File: src/rtl/fixed_square.sv
// Sequential shift-and-add squarer: 8.4 unsigned operand in, exact 16.8 square out,
// zero-extended to OUT_W bits. One partial product per clock, IN_W clocks per result.
module fixed_square #(
   parameter int IN_W  = 12,
   parameter int OUT_W = 32
) (
   input  logic             clk,
   input  logic             rst,
   input  logic             en,
   input  logic             start,
   input  logic [IN_W-1:0]  in_data,
   output logic             busy,
   output logic             out_valid,
   output logic [OUT_W-1:0] out_data
);

   localparam int ACC_W = 2 * IN_W;
   localparam int CNT_W = $clog2(IN_W);
   localparam logic [CNT_W-1:0] LAST_CNT = CNT_W'(IN_W - 1);

   typedef enum logic {
      IDLE,
      CALC
   } state_t;

   state_t           state;
   logic [IN_W-1:0]  op;
   logic [ACC_W-1:0] acc;
   logic [CNT_W-1:0] cnt;

   logic [ACC_W-1:0] addend;
   logic [ACC_W-1:0] acc_next;

   // NOTE: every signal written in always_comb gets a default first so no latch can be inferred.
   always_comb begin
      addend   = {{IN_W{1'b0}}, op} << cnt;
      acc_next = acc;
      if (op[cnt]) begin
         acc_next = acc + addend;
      end
   end

   // NOTE: all state uses non-blocking assignments so every flop samples pre-edge values.
   always_ff @(posedge clk or posedge rst) begin
      if (rst) begin
         state     <= IDLE;
         op        <= '0;
         acc       <= '0;
         cnt       <= '0;
         busy      <= 1'b0;
         out_valid <= 1'b0;
         out_data  <= '0;
      end else if (!en) begin
         // Synchronous clear: same effect as reset, and it wins over start.
         state     <= IDLE;
         op        <= '0;
         acc       <= '0;
         cnt       <= '0;
         busy      <= 1'b0;
         out_valid <= 1'b0;
         out_data  <= '0;
      end else begin
         out_valid <= 1'b0;
         unique case (state)
            IDLE: begin
               if (start) begin
                  op    <= in_data;
                  acc   <= '0;
                  cnt   <= '0;
                  busy  <= 1'b1;
                  state <= CALC;
               end
            end
            CALC: begin
               acc <= acc_next;
               cnt <= cnt + CNT_W'(1);
               if (cnt == LAST_CNT) begin
                  out_data  <= OUT_W'(acc_next);
                  out_valid <= 1'b1;
                  busy      <= 1'b0;
                  state     <= IDLE;
               end
            end
            default: state <= IDLE;
         endcase
      end
   end

endmodule

File: config.mk
export PLATFORM = sky130hd
export DESIGN_NAME = fixed_square
export DESIGN_NICKNAME = d
export VERILOG_FILES = /design/src/rtl/fixed_square.sv
export SDC_FILE = /design/constraint.sdc
export NUM_CORES = 1
export LEC_CHECK = 0
export ABC_AREA = 1
export BUFFER_PORTS_ARGS = -buffer_cell sky130_fd_sc_hd__buf_2
export CAP_MARGIN = 20
export CORE_MARGIN = 2
export CORE_UTILIZATION = 50
export CTS_CLUSTER_SIZE = 20
export DETAILED_ROUTE_END_ITERATION = 10
export MAX_ROUTING_LAYER = met4
export PLACE_DENSITY = 0.78
export RECOVER_POWER = 100
export SLEW_MARGIN = 40
export SYNTH_ARGS = -nofsm -noshare
export SYNTH_HDL_FRONTEND = slang
export SYNTH_SLANG_ARGS = --single-unit
File: constraint.sdc
create_clock -name clk -period 3.1 [get_ports clk]
set_clock_uncertainty 0.15 [all_clocks]
set_input_delay 0 -clock clk [delete_from_list [all_inputs] [get_ports clk]]
set_output_delay 0 -clock clk [all_outputs]
set_load 0.01 [all_outputs]
-- Word level (Yosys, flattened, before mapping)
Index checks and enable logic that the tools add are counted.
- word-level logic and storage cells: 48
- register bits after elaboration: 75
- input port bits: 16
- output and inout bits: 34
- shifts and indexed selects: 1
- muxes and demuxes: 26
- order comparisons: 1
- bitwise operators: 1
- reduce and logical (&&, ||, !) cells: 3
- add/sub/neg operators: 2
- equal/unequal tests: 7
- operator list (cell ; count):
    $mux W32 ; 3
    $mux W24 ; 3
    $pmux W24 S2 ; 1
    $mux W12 ; 3
    $add A24 B24 Y24 ; 1
    $shl A12 B4 Y24 ; 1
    $mux W1 ; 10
    $mux W4 ; 2
    $pmux W4 S2 ; 1
    $ne A2 B1 Y1 const B ; 3
    $reduce_and A2 Y1 ; 3
    $lt A4 B5 Y1 const B ; 1
    $add A4 B1 Y4 const B ; 1
    $bmux W1 S4 ; 1
    $eq A4 B4 Y1 const B ; 1
    $pmux W1 S2 ; 2
    $ne A3 B2 Y1 const B ; 1
    $ne A3 B3 Y1 const B ; 1
    $ne A2 B2 Y1 const B ; 1
    $not A1 Y1 ; 1

-- Logic depth before layout (Yosys ltp)
Gate-level depths: netlist of run 1.
- depth in word-level cells: 6
- depth in mapped cells: 23
- mapped depth without buffers: 23

-- Worst setup path after synthesis of run 1
Ideal clock, no wire load.
- path kind: reg2reg
- start: reg cnt[0]
- end: reg acc[10]
- required time: 2.884 ns
- arrival time: 2.604 ns
- setup time: 0.066 ns
- buffers on the path: 2
- stages on the path, launching flop included: 19
- setup slack: 0.281 ns
- cell sequence: dfrtp_1 -> buf_4 -> buf_2 -> o21a_1 -> nand2_1 -> o21ai_0 -> o21ai_0 -> nand2_1 -> o21ai_0 -> ha_1 -> nand2_1 -> inv_1 -> nand2_1 -> nand2_1 -> nand3b_1 -> or2_2 -> nand3_1 -> o211ai_1 -> nand2_1
- cells in the longest elaborated chain, start to end: 5
- elaborated cells between the ends (all ways): 7
- classes of those cells: add/sub: 1; shift: 1; mux: 5
- RTL lines (what ; RTL line ; source):
    start: declaration ; 29 ; logic [CNT_W-1:0] cnt;
    start signal: assignment ; 76 ; cnt <= cnt + CNT_W'(1);
    $shl A12 B4 Y24 / $bmux W1 S4 (equally long branches) ; 36, 38 ;
    $add A24 B24 Y24 / $mux W1 (equally long branches) ; 39, 38 ;
    $mux W24 * ; 38 ; if (op[cnt]) begin
    $pmux W24 S2 * ; 64 ; unique case (state)
    $mux W24 * ; 53 ; end else if (!en) begin
    end signal: assignment ; 75 ; acc <= acc_next;
    end: declaration ; 28 ; logic [ACC_W-1:0] acc;
Mark *: on every way between the ends. The rest lies on a longest branch, timed or not. The select of a mux whose other input is x is not followed.
A chain may end at the register's enable or synchronous reset.

-- Worst setup path after layout of run 1
- start: reg cnt[0]
- end: reg acc[20]
Same word-level chain as after synthesis.

==> summary.md, run 1 <==
| Metric | Value |
|---|---|
| Status | complete, but fails checks |
| Failing checks | max-capacitance violations, max-slew violations |
| CTS Buf Count | 9 |
| Max Clk Rate | between 300 and 400 MHz |
| Post-synth cell types | 37 |
| I/O pins | 50 |
| Most frequent CP cell | nand2_1 |
| # rows | 37 |
| Max stage delay on crit path | 0.46 ns |
| Max-slew violation count | 68 |
| Critical path class | reg2reg |
| Worst Setup Start Kind | flip-flop |
| Clk pwr share | approximately 35% |
| Overflow after GRT | 0 |
| Int Pwr | approximately 1.6 mW |
| Synth area leader | dfrtp_1 |
| Synth top cells by count | 290 x nand2_1, 116 x inv_1, 89 x nand3_1, 67 x dfrtp_1, 64 x o21ai_0 |
| Worst VDD drop | between 0.3 and 0.4 mV |
| Place WS | -0.100 ns |
| Min-Delay Path Class | reg2reg |
| CTS Root Buffer Type | clkbuf_8 |
| Fin crit share | between 90 and 100% |
| DR DRC count | 0 |
| Initial Utilization | 51.2% |
| Pwr/cell area | roughly 360 nW/um2 |
| Final hold violations | 0 |
| CP Max Fanout | 9 |
| Placer Congestion | 0.997 |
| Final #Nets | 954 |
| GRT Util Overall | 29.4% |
| Final setup fails | 0 |
| Largest family of logic cells by synthesized area | simple AND/OR/NAND/NOR gates |
| Mapped Cells | roughly 800 |
| Max Cap Viol | 1 |
| Initial drt markers | 365 |
| Synth top area share | 32.0% |
| Clk buf depth | 2 |
| Highest-delay cell along the critical path | dfrtp_2 |
| Synth area leaders | dfrtp_1 32%, nand2_1 21%, nand3_1 8.5% |
| Mux contribution to synthesized area | less than 1% |
| Reg2reg setup slack | a little under 0.09 ns |
| Initial antenna violation count | 0 |
| CTS Sinks | 67 |
| Slew Limit Headroom | -11.3% |
| Die ar. | ~11000 um2 |
| Synth Area in Adders | approximately 6.1% |
| Mapped Area | approximately 5200 um2 |
| Die Wd | between 100 and 150 um |
| Syn avg cell area | approximately 6.4 um2 |
| CTS clk-pin slew, worst paths | around 0.070 ns |
| Worst-margin pin slew | 1.67 ns |
| DR vias/cell | 5.17 |
| Port Buffers | 41 |
| Bufs and invs on worst path | 2 |
| Sequential share of the synthesized area | between 30% and 40% |
| Core ar. | 10200 um2 |
| Min Tclk post-route | around 3.0 ns |
| Synth-to-Final Area Change | 26.7% |
| Setup WS post-layout | around 0.087 ns |
| Simple-Gate Fraction of Synth Area | 36.1% |
| Critical Path End Type | flip-flop |
| Critical path's top delay family | simple AND/OR/NAND/NOR gates |
| Antenna Nets Post-Route | 0 |
| Unrepaired setup endpoints after global routing | yes |
| Main synth FF type | dfrtp_1 |
| Wire per inst | roughly 15 um |
| FF+latch count, synth | 67 |
| Switching power | 0.759 mW |
| Post-Synth XOR/XNOR Area | under 10% |
| DP Wirelength | roughly 11000 um |
| Leakage | roughly 3.4 nW |
| CTS tree | built |
| First-pass GRT wire length | 25200 um |
| Die Y | 106 um |
| ANT cells | 0 |
| Iteration count of the initial detailed-routing pass | 5 |
| H-tree Lvls | 3 |
| Final wirelength | 15500 um |
| Crit path DAT | 3.12 ns |
| Sequential power share | a little under 40% |
| Crit path cell chain | clkbuf_16 > o21a_1 > o21ai_1 > nand2_1 > o21ai_1 > nand2_1 > o21ai_1 > ha_1 > buf_6 > nand2_4 > nor2_1 > nor2_2 > nand2_1 > nand2_1 > nand3_1 > nand2_1 > nand3_1 > nand3_1 > nand2_1 |
| Combinational power share | between 20% and 30% |
| Via count | roughly 5400 |
| Async set-reset flop share out of synthesis | 100% |
| Vias in the first global route | between 5000 and 6000 |
| Share of cells above drive strength 1 | a little under a fifth |
| Sw frac | a little under a third |
| Warnings, synthesis | 0 |
| Largest net degree at the start of global routing | 68 |
| Post-synthesis compound-gate area fraction | between 10 and 15% |
| Hold WS | between 0.3 and 0.4 ns |
| Final Core Density | between 60% and 70% |
| Skew-Pair Late Insertion Delay | 0.38 ns |
| Worst Path Required | roughly 3.2 ns |
| Number of enable flip-flop cells after synthesis | 0 |
| Count leader, synth | nand2_1 |
metal layers:
| layer | vias up | global-route usage, % | wire length (um) |
|---|---|---|---|
| li1 | 2766 | - | - |
| met1 | 2479 | 39.1 | 7280 |
| met2 | 165 | 44.0 | 7000 |
| met3 | 29 | 6.25 | 853 |
| met4 | 0 | 11.3 | 348 |
| met5 | - | - | 0 |
cells in the final DEF (no fill, tap or decap), types with 22 or more instances in the layout:
cell	synthesis	routed
buf_4	10	34
clkbuf_1	8	26
dfrtp_1	67	66
dlygate4sd3_1	0	28
inv_1	116	114
nand2_1	290	274
nand3_1	89	80
nor2_1	52	32
o21ai_0	64	37
o21ai_1	11	22
worst min-delay path, delay by kind of cell (launching register included):
kind | cells | cell delay, ns
AOI/OAI and AO/OA | 1 | 0.06
DFF | 1 | 0.34
and+or+nand+nor | 1 | 0.05
state kept, by name, indices dropped and copies added (netlist names):
register and flops:
out_data 24, cnt 4, out_valid 1, acc 24, state 1, op 12, busy 1
power by group through the flow:
stage / Sequential [mW] / Clock [mW] / Combinational (mW)
2_1_floorplan: 0.940 / 0 / 0.351
3_3_place_gp: 0.947 / 0 / 0.458
3_5_place_dp: 0.947 / 0 / 0.465
4_1_cts: 0.931 / 0.868 / 0.493
5_1_grt: 0.938 / 0.902 / 0.684
6_report: 0.935 / 0.852 / 0.618
cells by family (layout without fill, tap and decap cells):
| logic type | after synthesis | in the layout |
|---|---|---|
| adder cells (fa/ha/maj) | 25 | 25 |
| AND/OR/NAND/NOR | 456 | 456 |
| AO/OA/AOI/OAI | 104 | 104 |
| XOR/XNOR | 9 | 9 |
| other | 1 | 8 |
| multiplexers | 5 | 5 |
| buffers and inverters | 155 | 243 |
| flip-flops | 67 | 67 |
final cells by class:
| class | count | area [um2] |
|---|---|---|
| Fill cell | 953 | 3600 |
| Multi-Input combinational cell | 607 | 3320 |
| Sequential cell | 67 | 1680 |
| Timing Repair Buffer | 108 | 790 |
| Inverter | 120 | 453 |
| Tap cell | 136 | 170 |
| Clock buffer | 11 | 151 |
| Clock inverter | 4 | 73.8 |
per-stage QoR:
stage	cells	setup TNS (ns)	total power, mW	cell area [um2]
after floorplan	829	0	1.29	5260
after global placement	990	-0.467	1.40	5620
after detailed placement	990	-0.227	1.41	5620
after CTS	1033	0	2.29	6120
after global routing	1053	-0.607	2.52	6630
final	1053	0	2.40	6630
repair_timing:
| item | 4_1_cts | 5_1_grt |
|---|---|---|
| endpoints found under the hold margin | 81 | 0 |
| pin swaps | 0 | 27 |
| hold buffers | 28 | 0 |
| resized for setup | 4 | 121 |
| endpoints found under the setup margin | 5 | 35 |
| cloned | 0 | 1 |
| buffers inserted | 0 | 19 |
final timing paths:
check                             from            to  cells after the start
max in group asynchronous          rst        cnt[0]                      4
max reg2reg                     cnt[0]       acc[20]                     19
min                        out_data[1]   out_data[1]                      2
min reg2reg                out_data[1]   out_data[1]                      2
min in group asynchronous          rst  out_data[18]                      4
max                             cnt[0]       acc[20]                     19
No activity file was read; power rests on OpenSTA's default activity.
==> run 2: changes to the inputs <==
--- a/config.mk
+++ b/config.mk
@@ -7,7 +7,7 @@
 export LEC_CHECK = 0
 export ABC_AREA = 1
 export BUFFER_PORTS_ARGS = -buffer_cell sky130_fd_sc_hd__buf_2
-export CAP_MARGIN = 20
+export CORE_ASPECT_RATIO = 1.5
 export CORE_MARGIN = 2
 export CORE_UTILIZATION = 50
 export CTS_CLUSTER_SIZE = 20
==> run 2 against run 1 <==
Net effect:
- largest power group is now the clock network
- cell count down 1.9%
- maximum frequency down 0.22%
- combinational power down 4.2%
- die area up 0.15%
- worst hold slack worse by 0.31 ns
- clock power up 23%
- the flow still finishes with violations (max-capacitance violations, max-slew violations)
==> summary.md, run 2 (synthesis results as in run 1) <==
| Metric | Value |
|---|---|
| Status | complete, but fails checks |
| Failing checks | max-capacitance violations, max-slew violations |
| Max Clk Rate | 331 MHz (-0.22%) |
| Worst VDD drop | 0.439 mV (+12%) |
| Area after DPL | 5690 um2 (+1.3%) |
| Min Tclk post-route | 3.02 ns (+0.00665 ns) |
| Initial Utilization | 51.7% (+0.49 points) |
| Synth-to-Final Area Change | 24.4% |
| Dpl cells | 984 (-0.61%) |
| Worst Path Required | 3.17 ns (-0.04 ns) |
| DR vias/cell | 5.37 (+4.0%) |
| Overflow after GRT | 0 (unchanged) |
| Die ar. | 11300 um2 (+0.15%) |
| First-pass GRT wire length | 25600 um (+1.5%) |
| CP Max Fanout | 13 (+4) |
| CTS tree | built |
| Critical path class | reg2reg |
| Sequential power share | 36.3% (-2.6 points) |
| Largest net degree at the start of global routing | 40 (-41%) |
| Int Pwr | 1.80 mW (+9.2%) |
| Leakage | 3.38 nW (-0.47%) |
| H-tree Lvls | 3 (unchanged) |
| DP Wirelength | 11500 um (+5.9%) |
| Die Y | 129 um (+22%) |
| Final instance area | 6510 um2 (-1.8%) |
| Skew-Pair Late Insertion Delay | 0.34 ns (-0.04 ns) |
| Crit path cell chain | buf_12 > nand2_1 > o21a_1 > nand2_1 > o21ai_2 > nand2_1 > o21ai_2 > o21ai_1 > ha_1 > nand2_2 > inv_1 > a21oi_2 > nand2_1 > nand2_1 > nand3_1 > nand2_1 > nand3_1 > nand3_1 > nand2_1 |
| Slew Limit Headroom | -7.39% (+3.9 points) |
| Most frequent CP cell | nand2_1 |
| GRT Util Overall | 30.2% (+0.86 points) |
| Placer Congestion | 1.08 (+8.2%) |
| Initial antenna violation count | 0 (unchanged) |
| Clk buf depth | 2 (unchanged) |
| CTS clk-pin slew, worst paths | 0.06 ns (about the same) |
| Max-slew violation count | 30 (-56%) |
| Min-Delay Path Class | in2reg |
| Wire per inst | 15.5 um (+5.6%) |
| Die Wd | 87.6 um (-18%) |
| Post-route setup TNS | 0 ns (unchanged) |
| Clk pwr share | 40.7% (+5.3 points) |
| Highest-delay cell along the critical path | dfrtp_2 |
| Most common cell after layout, fill and taps aside | nand2_1 |
| Max Cap Viol | 1 (unchanged) |
| Antenna Nets Post-Route | 0 (unchanged) |
| Highest-count cells in the layout ignoring fill and taps | 270 x nand2_1, 114 x inv_1, 83 x nand3_1 |
| Final wirelength | 16000 um (+3.5%) |
| Initial drt markers | 350 (-4.1%) |
| Switching power | 0.778 mW (+2.6%) |
| Final hold violations | 0 (unchanged) |
| Port Buffers | 41 (unchanged) |
| Worst r2r path cells | 19 (unchanged) |
| Combinational power share | 23.0% (-2.7 points) |
| Hold depth | 3 (+1) |
| CTS Buf Count | 9 (unchanged) |
| Crit path DAT | 3.09 ns (-0.03 ns) |
| CTS Sinks | 67 (unchanged) |
| Worst Setup Start Kind | flip-flop |
| Vias in the first global route | 5240 (+2.5%) |
| Worst-margin pin slew | 1.61 ns (-0.0581 ns) |
| Max stage delay on crit path | 0.45 ns (about the same) |
| DR DRC count | 0 (unchanged) |
| Fin crit share | 97.4% (+0.21 points) |
| Pwr/cell area | 395 nW/um2 (+9.1%) |
| Via count | 5549 (+2.0%) |
| Share of cells above drive strength 1 | 16.0% (-2.3 points) |
| I/O pins | 50 (unchanged) |
| Biggest regs | acc: 24 flops, out_data: 24 flops, op: 12 flops |
| ANT cells | 0 (unchanged) |
| Iteration count of the initial detailed-routing pass | 7 (+2) |
| CTS Root Buffer Type | clkbuf_16 |
| Core ar. | 10100 um2 (-0.94%) |
| Sw frac | 30.2% (-1.3 points) |
| Cell Count, Final, Fillers Out | 1033 (-1.9%) |
| Unrepaired setup endpoints after global routing | yes |
| Final setup fails | 0 (unchanged) |
| # rows | 45 (+22%) |
| Final #Nets | 953 (-0.10%) |
| Critical Path End Type | flip-flop |
==> run 2: cell types whose count changed in the layout (fill, tap and decap cells not counted), moves of 4 or more <==
cell / before / now
nor2_1: 32 / 37
nand2_1: 274 / 270
nand2_2: 12 / 18
o21ai_0: 37 / 44
clkbuf_16: 1 / 9
o21ai_2: 16 / 9
ha_4: 6 / 1
clkbuf_8: 11 / 2
ha_1: 13 / 19
nor2_2: 16 / 11
==> run 2: repair_timing <==
action,CTS,global route
hold endpoints to repair,81,0
pin swaps,0,19
hold buffers,26,0
gates resized for setup,6,89
setup buffers,0,8
setup endpoints to repair,10,36
==> run 2: area by class of cell <==
| cell class | count | area, um2 |
|---|---|---|
| Sequential cell | 67 | 1680 |
| Timing Repair Buffer | 107 | 756 |
| Clock inverter | 4 | 50.0 |
| Inverter | 120 | 453 |
| Multi-Input combinational cell | 607 | 3180 |
| Clock buffer | 11 | 253 |
| Tap cell | 117 | 146 |
| Fill cell | 926 | 3620 |
==> run 2: path summary, 6_finish.rpt <==
check | start | endpoint | slack (ns)
min | en | busy | 0.02
max in group asynchronous | rst | cnt[0] | 0.41
max reg2reg | cnt[0] | acc[22] | 0.08
min in group asynchronous | rst | out_data[18] | 0.60
min reg2reg | busy | busy | 0.32
max | cnt[0] | acc[22] | 0.08
==> run 2: power by group through the flow <==
stage / Sequential (mW) / Clock [mW] / Combinational (mW)
global route: 0.938 / 1.09 / 0.656
floorplan: 0.940 / 0 / 0.351
detailed placement: 0.947 / 0 / 0.482
finish: 0.935 / 1.05 / 0.592
CTS: 0.932 / 1.06 / 0.515
global placement: 0.947 / 0 / 0.475
==> run 2: metal layers <==
| metal | track usage [%] | vias to the layer above | share of wire, % |
|---|---|---|---|
| met5 | - | - | 0 |
| met4 | 12.3 | 0 | 4.4 |
| met3 | 4.39 | 48 | 4.0 |
| met2 | 52.9 | 171 | 52 |
| met1 | 34.2 | 2560 | 40 |
| li1 | - | 2770 | - |
==> run 2: through the flow <==
step	power [mW]	util [%]	setup WS, ns	hold slack (ns)
final	2.57	64.3	0.0800	0.0184
after detailed placement	1.43	56.1	-0.0771	-0.0527
after global routing	2.68	64.3	-0.107	0.0528
after global placement	1.42	55.9	-0.0516	0.0842
after floorplan	1.29	-	0.281	-0.00462
after CTS	2.51	61.9	0.00557	0.00892
==> run 2: critical path: cells and delay by family (launching register included) <==
| family | cells | cell delay [ns] |
|---|---|---|
| AO/OA/AOI/OAI | 5 | 0.66 |
| buffers and inverters | 2 | 0.25 |
| adder cells (fa/ha/maj) | 1 | 0.41 |
| flip-flops | 1 | 0.45 |
| AND/OR/NAND/NOR | 11 | 1.01 |
==> run 3: changes to the inputs <==
--- a/config.mk
+++ b/config.mk
@@ -7,13 +7,15 @@
 export LEC_CHECK = 0
 export ABC_AREA = 1
 export BUFFER_PORTS_ARGS = -buffer_cell sky130_fd_sc_hd__buf_2
+export CELL_PAD_IN_SITES_DETAIL_PLACEMENT = 1
+export CELL_PAD_IN_SITES_GLOBAL_PLACEMENT = 1
 export CORE_ASPECT_RATIO = 1.5
 export CORE_MARGIN = 2
-export CORE_UTILIZATION = 50
+export CORE_UTILIZATION = 43
 export CTS_CLUSTER_SIZE = 20
 export DETAILED_ROUTE_END_ITERATION = 10
 export MAX_ROUTING_LAYER = met4
-export PLACE_DENSITY = 0.78
+export PLACE_DENSITY = 0.91
 export RECOVER_POWER = 100
 export SLEW_MARGIN = 40
 export SYNTH_ARGS = -nofsm -noshare
==> run 3 against run 2 <==
Net effect:
- the flow finishes with violations (negative setup slack)
- final area increased by 8.2%
- critical path depth unchanged
- worst hold slack improved by 0.14 ns
- sequential cell count unchanged
- global-route usage increased by 5.8 points
- via count increased by 21%
- utilization decreased by 5.3 points
- wire length increased by 73%
- count of clock-buffer cells in the layout decreased by 2
==> summary.md, run 3 (synthesis results as in run 1) <==
| Metric | Value |
|---|---|
| Area of the multi-input gates | 3470 um2 (+9.2%) |
| Most common cell after layout, fill and taps aside | nand2_1 |
| CTS Sinks | 67 (unchanged) |
| GRT Util Overall | 36.0% (+5.8 points) |
| Final hold violations | 0 (unchanged) |
| Hold depth | 3 (unchanged) |
| Biggest regs | acc: 24 flops, out_data: 24 flops, op: 12 flops |
| Initial drt markers | 541 (+55%) |
| Skew-Pair Late Insertion Delay | 0.36 ns (+0.02 ns) |
| Met3 WL | 1830 um (+190%) |
| Die Wd | 94.1 um (+7.5%) |
| Critical Path End Type | flip-flop |
| Crit path DAT | 3.59 ns (+0.50 ns) |
| Max-slew violation count | 0 (-100%) |
| ANT cells | 0 (unchanged) |
| Min-Delay Startpoint | en |
| WHS Endpoint | busy |
| R2r startpoint | cnt[0] |
| Max Clk Rate | 286 MHz (-14%) |
| Final #Nets | 973 (+2.1%) |
| Share of cells above drive strength 1 | 24.3% (+8.2 points) |
| Synth-to-Final Area Change | 34.6% |
| Cell Count, Final, Fillers Out | 1089 (+5.4%) |
| Die ar. | 13100 um2 (+16%) |
| Pwr/cell area | 421 nW/um2 (+6.5%) |
| Unrepaired setup endpoints after global routing | yes |
| Die Y | 139 um (+7.6%) |
| Antenna Nets Post-Route | 0 (unchanged) |
| DR vias/cell | 6.19 (+15%) |
| Setup WS post-layout | -0.393 ns (-0.473 ns) |
| CTS clk-pin slew, worst paths | 0.07 ns (about the same) |
| Wire per inst | 25.5 um (+64%) |
| Worst r2r path cells | 19 (unchanged) |
| Fin crit share | 113% (+15 points) |
| Min Tclk post-route | 3.49 ns (+0.473 ns) |
| Highest-count cells in the layout ignoring fill and taps | 253 x nand2_1, 110 x inv_1, 76 x nand3_1 |
| Largest net degree at the start of global routing | 38 (-5.0%) |
| Reg2reg setup slack | -0.39 ns (-0.47 ns) |
| Place WS | -0.199 ns (-0.122 ns) |
| Iteration count of the initial detailed-routing pass | 5 (-2) |
| Overflow after GRT | 0 (unchanged) |
| Max Cap Viol | 0 (-1) |
| CTS tree | built |
| Reg area | 1680 um2 (unchanged) |
| DR top layer | met4 |
| Via count | 6738 (+21%) |
| Status | complete, but fails checks |
| Met2 WL post-DR | 13600 um (+64%) |
| # rows | 49 (+8.9%) |
| Fill count | 1580 (+71%) |
| Port Buffers | 41 (unchanged) |
| Initial antenna violation count | 0 (unchanged) |
| Vias in the first global route | 6759 (+29%) |
| Leakage | 3.56 nW (+5.3%) |
| Initial Utilization | 43.8% (-7.9 points) |
| Post-route setup TNS | -5.01 ns (-5.01 ns) |
| Core ar. | 12000 um2 (+18%) |
| Final setup fails | 37 (+37) |
| Final instance area | 7050 um2 (+8.2%) |
| Failing checks | negative setup slack |
| H-tree Lvls | 3 (unchanged) |
| I/O pins | 50 (unchanged) |
| Worst Path Required | 3.20 ns (+0.03 ns) |
| Worst-margin pin slew | 1.29 ns (-0.321 ns) |
| Area after DPL | 5730 um2 (+0.70%) |
| CTS Buf Count | 9 (unchanged) |
| Dpl cells | 1021 (+3.8%) |
| DR DRC count | 0 (unchanged) |
| First-pass GRT wire length | 35200 um (+38%) |
| Worst Setup Start Kind | flip-flop |
| Min-Delay Path Class | in2reg |
| Placer Congestion | 0.989 (-8.3%) |
| Slew Limit Headroom | 13.9% (+21 points) |
| DP Wirelength | 14100 um (+23%) |
| R2r endpoint | out_data[17] |
| Critical path class | reg2reg |
| Final wirelength | 27700 um (+73%) |
| Worst VDD drop | 0.480 mV (+9.4%) |
| CP Max Fanout | 9 (-4) |
| DRT met1 WL | 9360 um (+46%) |
| Clk buf depth | 2 (unchanged) |
| CTS Root Buffer Type | clkbuf_16 |
## run 3: critical path, cell delays in order, from the launching register on
cell and delay, ns:
dfrtp_2 0.45, buf_6 0.16, inv_6 0.09, nand2_1 0.10, nand3_1 0.14, nand2_1 0.18, o21ai_2 0.19, o22ai_1 0.10
ha_1 0.36, buf_4 0.17, nand2_2 0.15, inv_1 0.10, a21oi_2 0.19, nor2_1 0.09, nor2_1 0.29, nand2_1 0.13
nand2_1 0.08, nand3_1 0.08, nand3_1 0.12, nand2_1 0.07
## run 3: cell type report
| cell class | count | share of cell area, % |
|---|---|---|
| clock inverter | 6 | 1.63 |
| multi-input combinational | 607 | 49.2 |
| tap | 153 | 2.72 |
| timing repair buffer | 127 | 12.9 |
| inverter | 120 | 6.55 |
| sequential | 67 | 23.8 |
| clock buffer | 9 | 3.20 |
## run 3: what timing repair did
| item | in CTS | in global routing |
|---|---|---|
| cloned | 0 | 1 |
| hold buffers | 27 | 0 |
| setup endpoints to repair | 36 | 38 |
| gates resized for setup | 25 | 153 |
| pin swaps | 3 | 26 |
| setup buffers | 4 | 21 |
| endpoints found under the hold margin | 45 | 0 |
## run 3: where the power goes
group	internal, mW	switching, mW	leakage, nW
clock	0.785	0.466	0.162
sequential	0.906	0.0380	0.915
combinational	0.271	0.499	2.48
## run 3: how the worst max path moves through the flow
| stage | from | endpoint | slack (ns) |
|---|---|---|---|
| floorplan | cnt[0] | acc[10] | 0.28 |
| global placement | cnt[0] | out_data[10] | -0.15 |
| detailed placement | cnt[0] | out_data[10] | -0.20 |
| CTS | cnt[0] | out_data[18] | -0.006 |
| global route | cnt[0] | out_data[17] | -0.40 |
| finish | cnt[0] | out_data[17] | -0.39 |
## run 3: metrics by stage
step,power (mW),hold slack [ns],utilization [%]
3_3_place_gp,1.43,0.00716,47.9
2_1_floorplan,1.29,-0.00462,-
5_1_grt,3.03,0.137,58.9
6_report,2.97,0.159,58.9
3_5_place_dp,1.45,0.0204,47.9
4_1_cts,2.72,0.0572,53.7
## run 3: per-layer routing
metal | vias to the layer above | global-route usage [%]
met2 | 443 | 62.9
met3 | 235 | 5.60
met1 | 3256 | 35.9
met5 | - | -
met4 | 0 | 24.7
li1 | 2804 | -
